[src/rtl/exe_dm_pipe_reg_pkg.sv]
// ---------------------------------------------------------------------------
// exe_dm_pipe_reg_pkg
//
// Purpose:
//   Shared definitions for the EXE->DM elastic pipeline register of the
//   pipelined MIPS core. It holds the default payload widths, the control
//   bundle layout, and the occupancy state encoding.
//
// Contents:
//   DSIZE_DEF / ASIZE_DEF / ISIZE_DEF : default data, register-address and
//                                       nPC widths
//   CTRL_W_DEF                        : control bundle width
//   CTRL_WEN .. CTRL_JAL              : bit positions inside the control bundle,
//                                       order {jal, mem_to_reg, mem_write,
//                                       mem_read, wen}
//   occ_state_t                       : EMPTY / ONE (M) / FULL (M+S)
//   payloadWidth()                    : total stored bits per entry
// ---------------------------------------------------------------------------
package exe_dm_pipe_reg_pkg;

    // Default payload widths
    localparam int DSIZE_DEF  = 16;
    localparam int ASIZE_DEF  = 4;
    localparam int ISIZE_DEF  = 16;

    // Control bundle width and bit positions
    localparam int CTRL_W_DEF     = 5;
    localparam int CTRL_WEN       = 0;
    localparam int CTRL_MEM_READ  = 1;
    localparam int CTRL_MEM_WRITE = 2;
    localparam int CTRL_MEM_TO_REG = 3;
    localparam int CTRL_JAL       = 4;

    // Occupancy of the two-entry skid buffer. The main register M always
    // holds the oldest entry; S only ever holds a second, younger entry.
    typedef enum logic [1:0] {
        ST_EMPTY = 2'd0,
        ST_ONE   = 2'd1,
        ST_FULL  = 2'd2
    } occ_state_t;

    // Bits stored per entry: control, write address, ALU result,
    // store data and link value.
    function automatic int payloadWidth(input int ctrlW,
                                        input int aSize,
                                        input int dSize,
                                        input int iSize);
        return ctrlW + aSize + (2 * dSize) + iSize;
    endfunction

endpackage : exe_dm_pipe_reg_pkg

[src/rtl/exe_dm_pipe_reg_payload.sv]
// ---------------------------------------------------------------------------
// pipe_payload_reg
//
// Purpose:
//   Plain width-parameterised register with a load enable and a synchronous
//   active-high reset. The EXE->DM stage uses two of these: the main
//   register M that drives the outputs, and the skid register S.
//
// Ports:
//   clk    in  1      rising-edge clock
//   rst    in  1      synchronous active-high reset, clears the contents
//   i_load in  1      capture i_d on the next rising edge
//   i_d    in  WIDTH  data to capture
//   o_q    out WIDTH  registered contents
// ---------------------------------------------------------------------------
module pipe_payload_reg #(
    parameter int WIDTH = 1
) (
    input  logic             clk,
    input  logic             rst,
    input  logic             i_load,
    input  logic [WIDTH-1:0] i_d,
    output logic [WIDTH-1:0] o_q
);

    logic [WIDTH-1:0] r_q;

    // The contents only change on an explicit load; validity is tracked by
    // the owner, so a flush never needs to touch this register.
    always_ff @(posedge clk) begin
        if (rst) begin
            r_q <= '0;
        end else if (i_load) begin
            r_q <= i_d;
        end
    end

    assign o_q = r_q;

endmodule : pipe_payload_reg

[src/rtl/exe_dm_pipe_reg.sv]
// ---------------------------------------------------------------------------
// exe_dm_pipe_reg
//
// Purpose:
//   EXE->DM pipeline register of the pipelined MIPS core, built as a
//   valid/ready elastic stage with a two-entry skid buffer. in_ready comes
//   straight from a flop, so the ready path does not ripple back into EXE.
//   A synchronous flush squashes held entries and the current input for
//   branch/jump recovery. The control bundle is forced to zero whenever no
//   valid instruction is presented, so a bubble can never write memory or
//   the register file.
//
// Optional feature (macro PIPE_PERF_EN):
//   When defined, stall_cnt counts cycles with out_valid & ~out_ready and
//   bubble_cnt counts cycles with out_valid = 0. Both wrap and clear only
//   on rst. When undefined, no counter logic exists and both read 0.
//
// Ports:
//   clk            in  1       rising-edge clock
//   rst            in  1       synchronous active-high reset
//   flush          in  1       squash held entries and the current input
//   in_valid       in  1       EXE presents a valid instruction
//   in_ready       out 1       stage can accept (registered)
//   ctrl_in        in  CTRL_W  {jal, mem_to_reg, mem_write, mem_read, wen}
//   waddr_in       in  ASIZE   destination register
//   aluout_in      in  DSIZE   ALU result / memory address
//   read_data2_in  in  DSIZE   store data
//   nPC_in         in  ISIZE   PC+1 for jal link
//   out_valid      out 1       DM side holds a valid instruction
//   out_ready      in  1       DM side consumes this cycle
//   ctrl_out       out CTRL_W  control, zero when out_valid = 0
//   waddr_out      out ASIZE   destination register
//   aluout_out     out DSIZE   ALU result
//   read_data2_out out DSIZE   store data
//   nPC_out        out ISIZE   link value
//   stall_cnt      out 32      back-pressure cycles (PIPE_PERF_EN)
//   bubble_cnt     out 32      empty-output cycles (PIPE_PERF_EN)
// ---------------------------------------------------------------------------
module exe_dm_pipe_reg
    import exe_dm_pipe_reg_pkg::*;
#(
    parameter int DSIZE  = DSIZE_DEF,
    parameter int ASIZE  = ASIZE_DEF,
    parameter int ISIZE  = ISIZE_DEF,
    parameter int CTRL_W = CTRL_W_DEF
) (
    input  logic              clk,
    input  logic              rst,
    input  logic              flush,

    input  logic              in_valid,
    output logic              in_ready,
    input  logic [CTRL_W-1:0] ctrl_in,
    input  logic [ASIZE-1:0]  waddr_in,
    input  logic [DSIZE-1:0]  aluout_in,
    input  logic [DSIZE-1:0]  read_data2_in,
    input  logic [ISIZE-1:0]  nPC_in,

    output logic              out_valid,
    input  logic              out_ready,
    output logic [CTRL_W-1:0] ctrl_out,
    output logic [ASIZE-1:0]  waddr_out,
    output logic [DSIZE-1:0]  aluout_out,
    output logic [DSIZE-1:0]  read_data2_out,
    output logic [ISIZE-1:0]  nPC_out,

    output logic [31:0]       stall_cnt,
    output logic [31:0]       bubble_cnt
);

    localparam int PW = payloadWidth(CTRL_W, ASIZE, DSIZE, ISIZE);

    // -----------------------------------------------------------------------
    // Occupancy state and registered ready
    // -----------------------------------------------------------------------
    occ_state_t r_state;
    occ_state_t w_next_state;
    logic       r_in_ready;

    logic w_in_fire;
    logic w_out_fire;
    logic w_out_valid;

    logic w_load_m;
    logic w_load_s;
    logic w_m_from_s;

    logic [PW-1:0]     w_in_payload;
    logic [PW-1:0]     w_m_d;
    logic [PW-1:0]     w_m_q;
    logic [PW-1:0]     w_s_q;
    logic [CTRL_W-1:0] w_m_ctrl;

    assign w_out_valid = (r_state != ST_EMPTY);
    assign w_in_fire   = in_valid & r_in_ready;
    assign w_out_fire  = w_out_valid & out_ready;

    assign w_in_payload = {ctrl_in, waddr_in, aluout_in, read_data2_in, nPC_in};

    // When draining from FULL the younger entry moves from S into M;
    // otherwise M only ever captures the incoming instruction.
    assign w_m_d = w_m_from_s ? w_s_q : w_in_payload;

    // State register. in_ready is registered from the next state, so it
    // equals (state != FULL) without any combinational path to out_ready.
    always_ff @(posedge clk) begin
        if (rst) begin
            r_state    <= ST_EMPTY;
            r_in_ready <= 1'b1;
        end else begin
            r_state    <= w_next_state;
            r_in_ready <= (w_next_state != ST_FULL);
        end
    end

    // Next-state and register-load decode. Flush wins over every transfer:
    // it only clears validity, the payload registers keep their contents.
    always_comb begin
        w_next_state = r_state;
        w_load_m     = 1'b0;
        w_load_s     = 1'b0;
        w_m_from_s   = 1'b0;

        if (flush) begin
            w_next_state = ST_EMPTY;
        end else begin
            unique case (r_state)
                ST_EMPTY: begin
                    if (w_in_fire) begin
                        w_load_m     = 1'b1;
                        w_next_state = ST_ONE;
                    end
                end

                ST_ONE: begin
                    if (w_in_fire && w_out_fire) begin
                        w_load_m     = 1'b1;
                        w_next_state = ST_ONE;
                    end else if (w_in_fire) begin
                        w_load_s     = 1'b1;
                        w_next_state = ST_FULL;
                    end else if (w_out_fire) begin
                        w_next_state = ST_EMPTY;
                    end
                end

                ST_FULL: begin
                    // in_ready is low here, so nothing new can arrive.
                    if (w_out_fire) begin
                        w_load_m     = 1'b1;
                        w_m_from_s   = 1'b1;
                        w_next_state = ST_ONE;
                    end
                end

                default: begin
                    w_next_state = ST_EMPTY;
                end
            endcase
        end
    end

    // -----------------------------------------------------------------------
    // Payload storage
    // -----------------------------------------------------------------------
    pipe_payload_reg #(
        .WIDTH (PW)
    ) u_main_reg (
        .clk    (clk),
        .rst    (rst),
        .i_load (w_load_m),
        .i_d    (w_m_d),
        .o_q    (w_m_q)
    );

    pipe_payload_reg #(
        .WIDTH (PW)
    ) u_skid_reg (
        .clk    (clk),
        .rst    (rst),
        .i_load (w_load_s),
        .i_d    (w_in_payload),
        .o_q    (w_s_q)
    );

    // -----------------------------------------------------------------------
    // Outputs
    // -----------------------------------------------------------------------
    assign {w_m_ctrl, waddr_out, aluout_out, read_data2_out, nPC_out} = w_m_q;

    // Only the control bundle is gated; data outputs show stale M contents
    // during bubbles, which is harmless once every enable is zero.
    assign ctrl_out  = w_out_valid ? w_m_ctrl : '0;
    assign out_valid = w_out_valid;
    assign in_ready  = r_in_ready;

    // -----------------------------------------------------------------------
    // Performance counters
    // -----------------------------------------------------------------------
`ifdef PIPE_PERF_EN
    logic [31:0] r_stall_cnt;
    logic [31:0] r_bubble_cnt;

    // Counters are cleared by reset only; a flush is ordinary pipeline
    // activity and must not hide the stalls or bubbles it causes.
    always_ff @(posedge clk) begin
        if (rst) begin
            r_stall_cnt  <= 32'd0;
            r_bubble_cnt <= 32'd0;
        end else begin
            if (w_out_valid && !out_ready) begin
                r_stall_cnt <= r_stall_cnt + 32'd1;
            end
            if (!w_out_valid) begin
                r_bubble_cnt <= r_bubble_cnt + 32'd1;
            end
        end
    end

    assign stall_cnt  = r_stall_cnt;
    assign bubble_cnt = r_bubble_cnt;
`else
    assign stall_cnt  = 32'd0;
    assign bubble_cnt = 32'd0;
`endif

endmodule : exe_dm_pipe_reg

[config.mk]
export PLATFORM = sky130hd
export DESIGN_NAME = exe_dm_pipe_reg
export DESIGN_NICKNAME = d
export VERILOG_FILES = /design/src/rtl/exe_dm_pipe_reg_pkg.sv /design/src/rtl/exe_dm_pipe_reg_payload.sv /design/src/rtl/exe_dm_pipe_reg.sv
export SDC_FILE = /design/constraint.sdc
export NUM_CORES = 1
export LEC_CHECK = 0
export CAP_MARGIN = 20
export CORE_MARGIN = 2
export CORE_UTILIZATION = 23
export CTS_CLUSTER_DIAMETER = 60
export CTS_CLUSTER_SIZE = 8
export DETAILED_ROUTE_END_ITERATION = 8
export SYNTH_ARGS = -nofsm -noshare
export SYNTH_HDL_FRONTEND = slang
export SYNTH_HIERARCHICAL = 1
export SYNTH_SLANG_ARGS = --single-unit
[constraint.sdc]
create_clock -name clk -period 2.45 [get_ports clk]
set_input_delay 0.49 -clock clk [delete_from_list [all_inputs] [get_ports clk]]
set_output_delay 0.49 -clock clk [all_outputs]
set_load 0.005 [all_outputs]
==> metrics.cfg, run 1 <==
[outcome]
status = completed

[worst_hold_path]
min_path_type = flip-flop to flip-flop

[worst_setup_path]
cp_max_fo = 6
start_kind = flip-flop
endpoint_kind = output pin
reg2reg_from = r_state[1]
rrSetupSlack_ns = 0.72
startpoint = r_state[1]
worstReg2RegEnd = u_main_reg/o_q[3]
cp.required_ns = 1.96
cp-endpoint = ctrl_out[4]
critPathKind = flip-flop to output pin
cp_data_arrival_time_ns = 1.82
r2r_cells = 6

[synth]
synth_cells = 520
ys_seq_area_share_pct = 41.4
synth-edff-count = 0
yosys.cell_types.count = 24
avgSynthCellArea_um2 = 10.9
netlist_area_um2 = 5650
synthTopCellsByCount = dfxtp_1, mux2i_1, nor2_1
netlist.area_leader.share_pct = 41.4
ys_ff_latch = 117
async_flop_share_pct = 0
ys_top_cells_by_area = dfxtp_1, mux2i_1, buf_4, mux2_4, nor2_1
synthMostInstantiatedCell = dfxtp_1
yosys_warnings = 6
ys.flop_type = dfxtp_1
yosysTopAreaCell = dfxtp_1

[clock_tree]
cts_resized = 0
cts_buffers = 17
clkTransAtPathRegs_ns = 0.06
cts_setup_buffers = 0
tritoncts = done
ctsHoldBuffers = 0
cts.sinks = 117
htree_levels = 4
clockBufferDepth = 2
root_buffer = clkbuf_16
clk_latency_ns = 0.41

[sta]
hold_viol_final = 0
min_period_over_period_pct = 94.4
finalSetupViolCount = 0
finalSetupTns_ns = 0
period_minus_slack_ns = 2.31
finClkSkew_ns = 0.00942
grt_setup_unrepaired = no
drv_slew = 0
max_clock_freq_ghz = 0.433

[floorplanning]
rows = 57
chipHeight_um = 161
die_area_um2 = 25800
start_util_pct = 23.3
io_pins = 185
coreArea_um2 = 24200
die_w_um = 161

[run]
drv_cap = 0

[power_and_ir_drop]
ir_drop_mv = 0.358
finalPower_uw = 4940
p_leak_uw = 0.00282
power_density_nw_per_um2 = 663

[detailed_routing]
drt-pass1-iter-count = 4
ant_nets = 0
drc_errors = 0
routed_wl_um = 12000
post_drt_via_cell_ratio = 3.72
detail_route.wl_per_cell_um = 12.3
via_count = 3624
dr.first_iter.drc_count = 145

[global_routing]
grt_max_degree = 59
grt_overflow = 0
grt_pass1_wl_um = 18700
antenna_found_initial = 1
grt_pass1_vias = 3397
grt_usage_pct = 9.41

[cells_and_area]
num-nets-final = 700
drive_gt1_share_pct = 16.0
antenna_cells = 0
synthToLayoutAreaGrowth_pct = 31.9
design_area_um2 = 7450

[place]
numPortBuffers = 120
dpl.hpwl_um = 8120
postPlaceCellArea_um2 = 6870
routabilityCongestion = 0.664

==> sequential cells by signal, summed over array words and instances (netlist names) <==
signal and flops:
in_ready 1, r_state 2, u_main_reg/o_q 57, u_skid_reg/o_q 57
==> layout make-up <==
cell class | count | area (um2)
fillers | 2529 | 16800
clock buffers | 22 | 484
multi-input cells | 369 | 2730
clock inverters | 9 | 101
flip-flops and latches | 117 | 2340
inverters | 1 | 3.75
repair buffers | 132 | 1390
well taps | 324 | 405
==> worst min path at each step <==
stage               slack, ns  depth (start not counted)            endpoint                from
finish                   0.48                          2  u_main_reg/o_q[52]  u_main_reg/o_q[52]
global route             0.48                          2  u_skid_reg/o_q[12]                 rst
CTS                      0.48                          2   u_main_reg/o_q[7]                 rst
detailed placement       0.48                          2  u_main_reg/o_q[52]  u_main_reg/o_q[52]
global placement         0.47                          2  u_main_reg/o_q[55]  u_main_reg/o_q[55]
floorplan                0.45                          2  u_main_reg/o_q[52]  u_main_reg/o_q[52]
==> layer usage <==
layer | global-route usage, % | wire length (um)
met5 | 0 | 13
met4 | 3.53 | 141
met3 | 4.42 | 915
met2 | 14.2 | 5350
met1 | 11.7 | 5560
==> cell families after synthesis <==
family / synth area share (%)
muxes: 33.7
and+or+nand+nor: 9.61
DFF: 41.4
buffers and inverters: 14.8
AOI/OAI and AO/OA: 0.243
xor gates and xnor gates: 0.155
other: 0.0663
==> critical path, cell delays in order, from the launching register on <==
cell and delay (ns):
dfxtp_1 0.38, nor2_1 0.42, nor2b_1 0.09, clkdlybuf4s50_1 0.52
==> placed cells by master (no fill, tap or decap) <==
cell,synthesis,routed
mux2_4,30,30
xnor2_1,1,1
conb_1,1,64
clkinv_2,0,5
nor2_1,115,115
bufinv_16,0,2
inv_1,1,1
dfxtp_1,117,117
clkbuf_1,6,1
mux2i_1,115,115
nor2b_1,5,5
nand2_1,2,2
clkdlybuf4s50_1,0,119
clkbuf_8,0,4
or3_1,1,1
o41ai_1,1,1
nor2_4,1,1
a21oi_4,0,1
and3b_1,1,1
or4_1,1,1
mux2_2,27,27
clkinv_4,0,1
nor4_2,0,1
nand3b_4,1,1
buf_12,11,8
clkbuf_16,0,17
clkinvlp_4,0,1
buf_4,70,5
nand2b_1,1,1
nor4_1,2,1
==> per-stage QoR <==
step	hold WS (ns)	cells	setup slack (ns)	util, %
floorplan	0.452	583	0.818	-
global placement	0.467	943	0.137	28.3
detailed placement	0.475	943	0.0920	28.3
CTS	0.478	974	0.0585	30.7
global route	0.485	974	0.00393	30.7
finish	0.482	974	0.138	30.7
==> power breakdown <==
| part | switching (uW) | internal (uW) |
|---|---|---|
| Sequential | 29.4 | 1960 |
| Clock | 866 | 1590 |
| Combinational | 200 | 292 |
Note: power is estimated with default switching activity, not from simulation.
==> run 2, diff against run 1 <==
--- a/config.mk
+++ b/config.mk
@@ -13,5 +13,4 @@
 export DETAILED_ROUTE_END_ITERATION = 8
 export SYNTH_ARGS = -nofsm -noshare
 export SYNTH_HDL_FRONTEND = slang
-export SYNTH_HIERARCHICAL = 1
 export SYNTH_SLANG_ARGS = --single-unit
==> metrics.cfg, run 2 <==
[synth]
yosys.cell_types.count = 24  ; unchanged
synth-simple-area-share_pct = 13.8  ; was 9.61%
netlist_area_um2 = 5560  ; was 5650 um2
ys_ff_latch = 117  ; unchanged
synth_top_family_by_area = buffers and inverters  ; was multiplexers
synth.area.mux_share_pct = 10.3  ; was 33.7%
synthMostInstantiatedCell = buf_4  ; was dfxtp_1
synth-edff-count = 0  ; unchanged
synthAdderAreaFrac_pct = 0  ; unchanged
yosysTopAreaCell = dfxtp_1  ; unchanged
ys_seq_area_share_pct = 42.2  ; was 41.4%
synth_cells = 645  ; was 520
netlist.area_leader.share_pct = 42.2  ; was 41.4%
ys_top_cells_by_area = dfxtp_1, buf_4, mux2i_1, nand2_1, a211oi_1  ; was dfxtp_1, mux2i_1, buf_4, mux2_4, nor2_1
ys.flop_type = dfxtp_1  ; unchanged
yosys_warnings = 0  ; was 6
synthXorXnorAreaFrac_pct = 0  ; was 0.155%
avgSynthCellArea_um2 = 8.61  ; was 10.9 um2
synthTopCellsByCount = buf_4, dfxtp_1, nand2_1  ; was dfxtp_1, mux2i_1, nor2_1
async_flop_share_pct = 0  ; unchanged
synth_compound_area_share_pct = 13.5  ; was 0.243%

[power_and_ir_drop]
power_density_nw_per_um2 = 701  ; was 663 nW/um2
ir_drop_mv = 0.355  ; was 0.358 mV
intPower_uw = 3730  ; was 3840 uW
p_sw_share_pct = 24.9  ; was 22.2%
p_comb_share_pct = 11.2  ; was 10.0%
p_leak_uw = 0.00241  ; was 0.00282 uW
clkPwrFrac_pct = 47.9  ; was 49.7%
seqPwrFrac_pct = 40.9  ; was 40.3%
p_switching_uw = 1240  ; was 1100 uW

[sta]
min_period_over_period_pct = 91.8  ; was 94.4%
finalSetupViolCount = 0  ; unchanged
finClkSkew_ns = 0.00902  ; was 0.00942 ns
hold_viol_final = 0  ; unchanged
drv_slew = 0  ; unchanged
max_clock_freq_ghz = 0.445  ; was 0.433 GHz
finalSetupTns_ns = 0  ; unchanged
slew_headroom_pct = 66.6
period_minus_slack_ns = 2.25  ; was 2.31 ns
tightestPinTransition_ns = 0.497
grt_setup_unrepaired = no  ; unchanged

[clock_tree]
cts_resized = 1  ; was 0
htree_levels = 4  ; unchanged
clk_latency_ns = 0.41  ; about the same
ctsHoldBuffers = 0  ; unchanged
cts_setup_buffers = 0  ; unchanged
clockBufferDepth = 2  ; unchanged
root_buffer = clkbuf_16  ; unchanged
cts.sinks = 117  ; unchanged
clkTransAtPathRegs_ns = 0.06  ; about the same
tritoncts = done  ; unchanged
cts_buffers = 17  ; unchanged

[place]
dp_cells = 1003  ; was 943
routabilityCongestion = 0.706  ; was 0.664
dpl.hpwl_um = 8690  ; was 8120 um
numPortBuffers = 120  ; unchanged

[floorplanning]
io_pins = 185  ; unchanged
rows = 56  ; was 57
coreArea_um2 = 23600  ; was 24200 um2
die_area_um2 = 25400  ; was 25800 um2
chipHeight_um = 159  ; was 161 um
die_w_um = 159  ; was 161 um
start_util_pct = 23.5  ; was 23.3%

[global_routing]
use_met1_pct = 11.9  ; was 11.7%
antenna_found_initial = 0  ; was 1
grt.busiest_layer = met2  ; unchanged
use_met2_pct = 17.6  ; was 14.2%
grt_pass1_vias = 3859  ; was 3397
grt_pass1_wl_um = 20700  ; was 18700 um
grt_usage_pct = 10.3  ; was 9.41%
use_met3_pct = 3.99  ; was 4.42%
grt_overflow = 0  ; unchanged
grt_max_degree = 52  ; was 59

[cells_and_area]
layout_common_cells = clkdlybuf4s50_1, dfxtp_1, nand2_1  ; was clkdlybuf4s50_1, dfxtp_1, nor2_1, mux2i_1, conb_1
drive_gt1_share_pct = 7.54  ; was 16.0%
multi_input_comb_area_um2 = 2350  ; was 2730 um2
layout_commonest_cell = clkdlybuf4s50_1  ; unchanged
synthToLayoutAreaGrowth_pct = 27.5  ; was 31.9%
layout.cells.non_filler = 1036  ; was 974
num-nets-final = 765  ; was 700
fill_cells = 2497  ; was 2529
regArea_um2 = 2340  ; unchanged

[worst_setup_path]
r2r_cells = 5  ; was 6
cp-endpoint = ctrl_out[3]  ; was ctrl_out[4]
worstReg2RegEnd = u_main_reg.o_q[20]  ; was u_main_reg/o_q[3]
startpoint = r_state[1]  ; unchanged
max_stage_delay_ns = 0.53  ; was 0.52 ns
start_kind = flip-flop  ; unchanged
cp_data_arrival_time_ns = 1.76  ; was 1.82 ns
crit_chain = nor2_2 -> nor2b_1 -> clkdlybuf4s50_1  ; was nor2_1 -> nor2b_1 -> clkdlybuf4s50_1
path_depth = 3  ; unchanged
cp.required_ns = 1.96  ; about the same
endpoint_kind = output pin  ; unchanged
crit_family = buffers and inverters  ; unchanged
critPathBufInv = 1  ; unchanged
rrSetupSlack_ns = 0.65  ; was 0.72 ns
critPathKind = flip-flop to output pin  ; unchanged
cp_max_fo = 9  ; was 6
reg2reg_from = r_state[1]  ; unchanged
slowest_stage = clkdlybuf4s50_1  ; unchanged

[worst_hold_path]
min_path_type = flip-flop to flip-flop  ; unchanged
hold_path_depth = 2  ; unchanged

[detailed_routing]
via_count = 4085  ; was 3624
post_drt_via_cell_ratio = 3.94  ; was 3.72
ant_nets = 0  ; unchanged
routed_wl_um = 12900  ; was 12000 um
drt-pass1-iter-count = 5  ; was 4
drc_errors = 0  ; unchanged
detail_route.wl_per_cell_um = 12.4  ; was 12.3 um
dr.first_iter.drc_count = 178  ; was 145

[run]
drv_cap = 0  ; unchanged

[outcome]
status = completed  ; unchanged

-- run 2: how the worst min path moves through the flow --
stage	from	end	slack (ns)
5_1_grt	u_skid_reg.o_q[11]	u_skid_reg.o_q[11]	0.47
3_5_place_dp	u_skid_reg.o_q[24]	u_skid_reg.o_q[24]	0.45
4_1_cts	u_skid_reg.o_q[31]	u_skid_reg.o_q[31]	0.45
2_1_floorplan	u_skid_reg.o_q[0]	u_skid_reg.o_q[0]	0.44
3_3_place_gp	u_skid_reg.o_q[26]	u_skid_reg.o_q[26]	0.44
6_report	u_skid_reg.o_q[15]	u_skid_reg.o_q[15]	0.45
-- run 2: logic make-up (layout without fill, tap and decap cells) --
| family | Yosys count | in the layout |
|---|---|---|
| DFF | 117 | 117 |
| buffers and inverters | 161 | 169 |
| AOI/OAI and AO/OA | 119 | 119 |
| muxes | 57 | 57 |
| other | 1 | 65 |
| and+or+nand+nor | 190 | 190 |
-- run 2: cell type report --
type | instances | share of cell area (%)
inverters | 1 | 0.0530
flip-flops and latches | 117 | 33.1
repair buffers | 136 | 20.0
multi-input cells | 430 | 33.2
clock inverters | 14 | 1.82
well taps | 319 | 5.63
diodes | 1 | 0.0353
clock buffers | 18 | 6.20
-- run 2: metrics by stage --
| stage | setup WS, ns | area, um2 | power, uW | hold slack [ns] | utilization (%) |
|---|---|---|---|---|---|
| floorplan | 0.753 | 5790 | 2470 | 0.436 | - |
| global placement | 0.102 | 6510 | 2630 | 0.441 | 27.6 |
| detailed placement | 0.0620 | 6510 | 2640 | 0.446 | 27.6 |
| CTS | 0.154 | 7080 | 5060 | 0.454 | 30.0 |
| global route | 0.102 | 7080 | 5220 | 0.470 | 30.0 |
| finish | 0.202 | 7080 | 4970 | 0.453 | 30.0 |
-- run 2: per-layer routing --
metal | up-vias | part of all wire [%]
met3 | 7 | 5.6
met5 | - | 0
met2 | 110 | 49
li1 | 2113 | -
met1 | 1855 | 45
met4 | 0 | 1.0
-- run 2: worst reg2reg max path: cells and delay by family, from the launching register on --
kind	cells	cell delay [ns]
and+or+nand+nor	2	0.57
DFF	1	0.50
buffers and inverters	1	0.27
muxes	1	0.24
AOI/OAI and AO/OA	1	0.09
-- run 2: power groups by stage --
stage	combinational [uW]	sequential [uW]	clock, uW
finish	556	2030	2380
global route	613	2050	2560
CTS	564	2040	2460
detailed placement	562	2080	0
global placement	558	2080	0
floorplan	403	2060	0
==> run 3, diff against run 2 <==
--- a/config.mk
+++ b/config.mk
@@ -11,6 +11,7 @@
 export CTS_CLUSTER_DIAMETER = 60
 export CTS_CLUSTER_SIZE = 8
 export DETAILED_ROUTE_END_ITERATION = 8
+export SETUP_SLACK_MARGIN = 0.3
 export SYNTH_ARGS = -nofsm -noshare
 export SYNTH_HDL_FRONTEND = slang
 export SYNTH_SLANG_ARGS = --single-unit
==> constraint.sdc (replaced) <==
create_clock -name clk -period 2.2 [get_ports clk]
set_input_delay 0.44 -clock clk [delete_from_list [all_inputs] [get_ports clk]]
set_output_delay 0.44 -clock clk [all_outputs]
set_load 0.005 [all_outputs]
==> metrics.cfg, run 3 (synthesis results as in run 2) <==
[clock_tree]
clkTransAtPathRegs_ns = 0.05  ; was 0.06 ns
clockBufferDepth = 2  ; unchanged
ctsHoldBuffers = 0  ; unchanged
cts.sinks = 117  ; unchanged
clk_latency_ns = 0.41  ; about the same
root_buffer = clkbuf_16  ; unchanged
htree_levels = 4  ; unchanged
cts_buffers = 17  ; unchanged
tritoncts = done  ; unchanged

[global_routing]
grt_pass1_wl_um = 20500  ; was 20700 um
grt_max_degree = 59  ; was 52
grt_pass1_vias = 3914  ; was 3859
antenna_found_initial = 1  ; was 0
grt_usage_pct = 10.2  ; was 10.3%
grt_overflow = 0  ; unchanged

[cells_and_area]
fill_cells = 2498  ; was 2497
layout_common_cells = nand2_1, dfxtp_1, clkdlybuf4s50_1  ; was clkdlybuf4s50_1, dfxtp_1, nand2_1
layout.cells.non_filler = 1040  ; was 1036
num-nets-final = 770  ; was 765
synthToLayoutAreaGrowth_pct = 29.1  ; was 27.5%
drive_gt1_share_pct = 8.32  ; was 7.54%
antenna_cells = 0  ; was 1

[detailed_routing]
detail_route.wl_per_cell_um = 12.7  ; was 12.4 um
via_count = 4140  ; was 4085
ant_nets = 0  ; unchanged
routed_wl_um = 13200  ; was 12900 um
drc_errors = 0  ; unchanged
post_drt_via_cell_ratio = 3.98  ; was 3.94
dr.first_iter.drc_count = 163  ; was 178
drt-pass1-iter-count = 4  ; was 5

[worst_setup_path]
start_kind = flip-flop  ; unchanged
cp_max_fo = 9  ; unchanged
cp_data_arrival_time_ns = 1.41  ; was 1.76 ns
cp.required_ns = 1.76  ; was 1.96 ns
startpoint = r_state[1]  ; unchanged
endpoint_kind = output pin  ; unchanged
reg2reg_from = in_ready  ; was r_state[1]
critPathKind = flip-flop to output pin  ; unchanged

[power_and_ir_drop]
finalPower_uw = 5690  ; was 4970 uW
power_density_nw_per_um2 = 793  ; was 701 nW/um2
p_leak_uw = 0.00252  ; was 0.00241 uW
ir_drop_mv = 0.400  ; was 0.355 mV

[sta]
max_clock_freq_ghz = 0.539
hold_viol_final = 0  ; unchanged
drv_slew = 0  ; unchanged
tightestPinTransition_ns = 0.580  ; was 0.497 ns
period_minus_slack_ns = 1.85
finalSetupViolCount = 0  ; unchanged
min_period_over_period_pct = 84.3
grt_setup_unrepaired = yes  ; was no
finClkSkew_ns = 0.00853  ; was 0.00902 ns
slew_headroom_pct = 61.3  ; was 66.6%

[outcome]
status = completed  ; unchanged

[worst_hold_path]
min_from = u_skid_reg.o_q[44]  ; was u_skid_reg.o_q[15]
min_path_type = flip-flop to flip-flop  ; unchanged

[floorplanning]
die_w_um = 159  ; unchanged
die_area_um2 = 25400  ; unchanged
coreArea_um2 = 23600  ; unchanged
chipHeight_um = 159  ; unchanged
io_pins = 185  ; unchanged
start_util_pct = 23.5  ; unchanged
rows = 56  ; unchanged

[place]
dpl.hpwl_um = 8400  ; was 8690 um
routabilityCongestion = 0.683  ; was 0.706
dp_cells = 1002  ; was 1003
numPortBuffers = 120  ; unchanged

[run]
drv_cap = 0  ; unchanged

## run 3: worst max-delay path, cell delays in order (launching register included)
cell           delay, ns
dfxtp_4             0.37
nor2_4              0.20
buf_4               0.15
inv_1               0.03
dlygate4sd2_1       0.25
## run 3: cell type report
type | instances | area (um2) | area share (%)
Inverter | 1 | 3.75 | 0.0523
Clock inverter | 10 | 130 | 1.81
Multi-Input combinational cell | 430 | 2360 | 33.0
Tap cell | 319 | 399 | 5.56
Clock buffer | 22 | 454 | 6.33
Timing Repair Buffer | 141 | 1470 | 20.5
Sequential cell | 117 | 2350 | 32.8
## run 3: per-stage QoR
step / hold WS, ns / area, um2 / worst slack [ns] / TNS (ns) / util [%]
6_report: 0.452 / 7170 / 0.346 / 0 / 30.4
3_3_place_gp: 0.441 / 6490 / -0.00964 / -0.0419 / 27.5
4_1_cts: 0.453 / 7100 / 0.163 / 0 / 30.1
2_1_floorplan: 0.436 / 5790 / 0.553 / 0 / -
3_5_place_dp: 0.446 / 6490 / -0.0393 / -0.384 / 27.5
5_1_grt: 0.473 / 7170 / 0.235 / 0 / 30.4
## run 3: what timing repair did
item | in CTS | in global routing
buffers inserted | 1 | 4
gates cloned | 0 | 1
pin swaps | 0 | 2
resized for setup | 11 | 6
setup endpoints to repair | 6 | 22
## run 3: layer usage
layer / up-vias / routed length (um) / global-route usage (%)
li1: 2113 / - / -
met5: - / 13 / 0
met4: 2 / 146 / 3.47
met2: 116 / 6190 / 16.8
met1: 1898 / 6120 / 12.2
met3: 11 / 723 / 3.72
## run 3: final timing paths
check	slack (ns)	cells past startpoint	end
worst max-delay path	0.35	4	out_valid
worst min-delay path	0.45	2	u_skid_reg.o_q[44]
worst max register to register	0.51	5	u_skid_reg.o_q[23]
worst min register to register	0.45	2	u_skid_reg.o_q[44]
## run 3: report_power, final
group / total (uW) / switching [uW] / internal [uW]
clock: 2790 / 987 / 1800
sequential: 2270 / 50.9 / 2220
combinational: 637 / 284 / 353
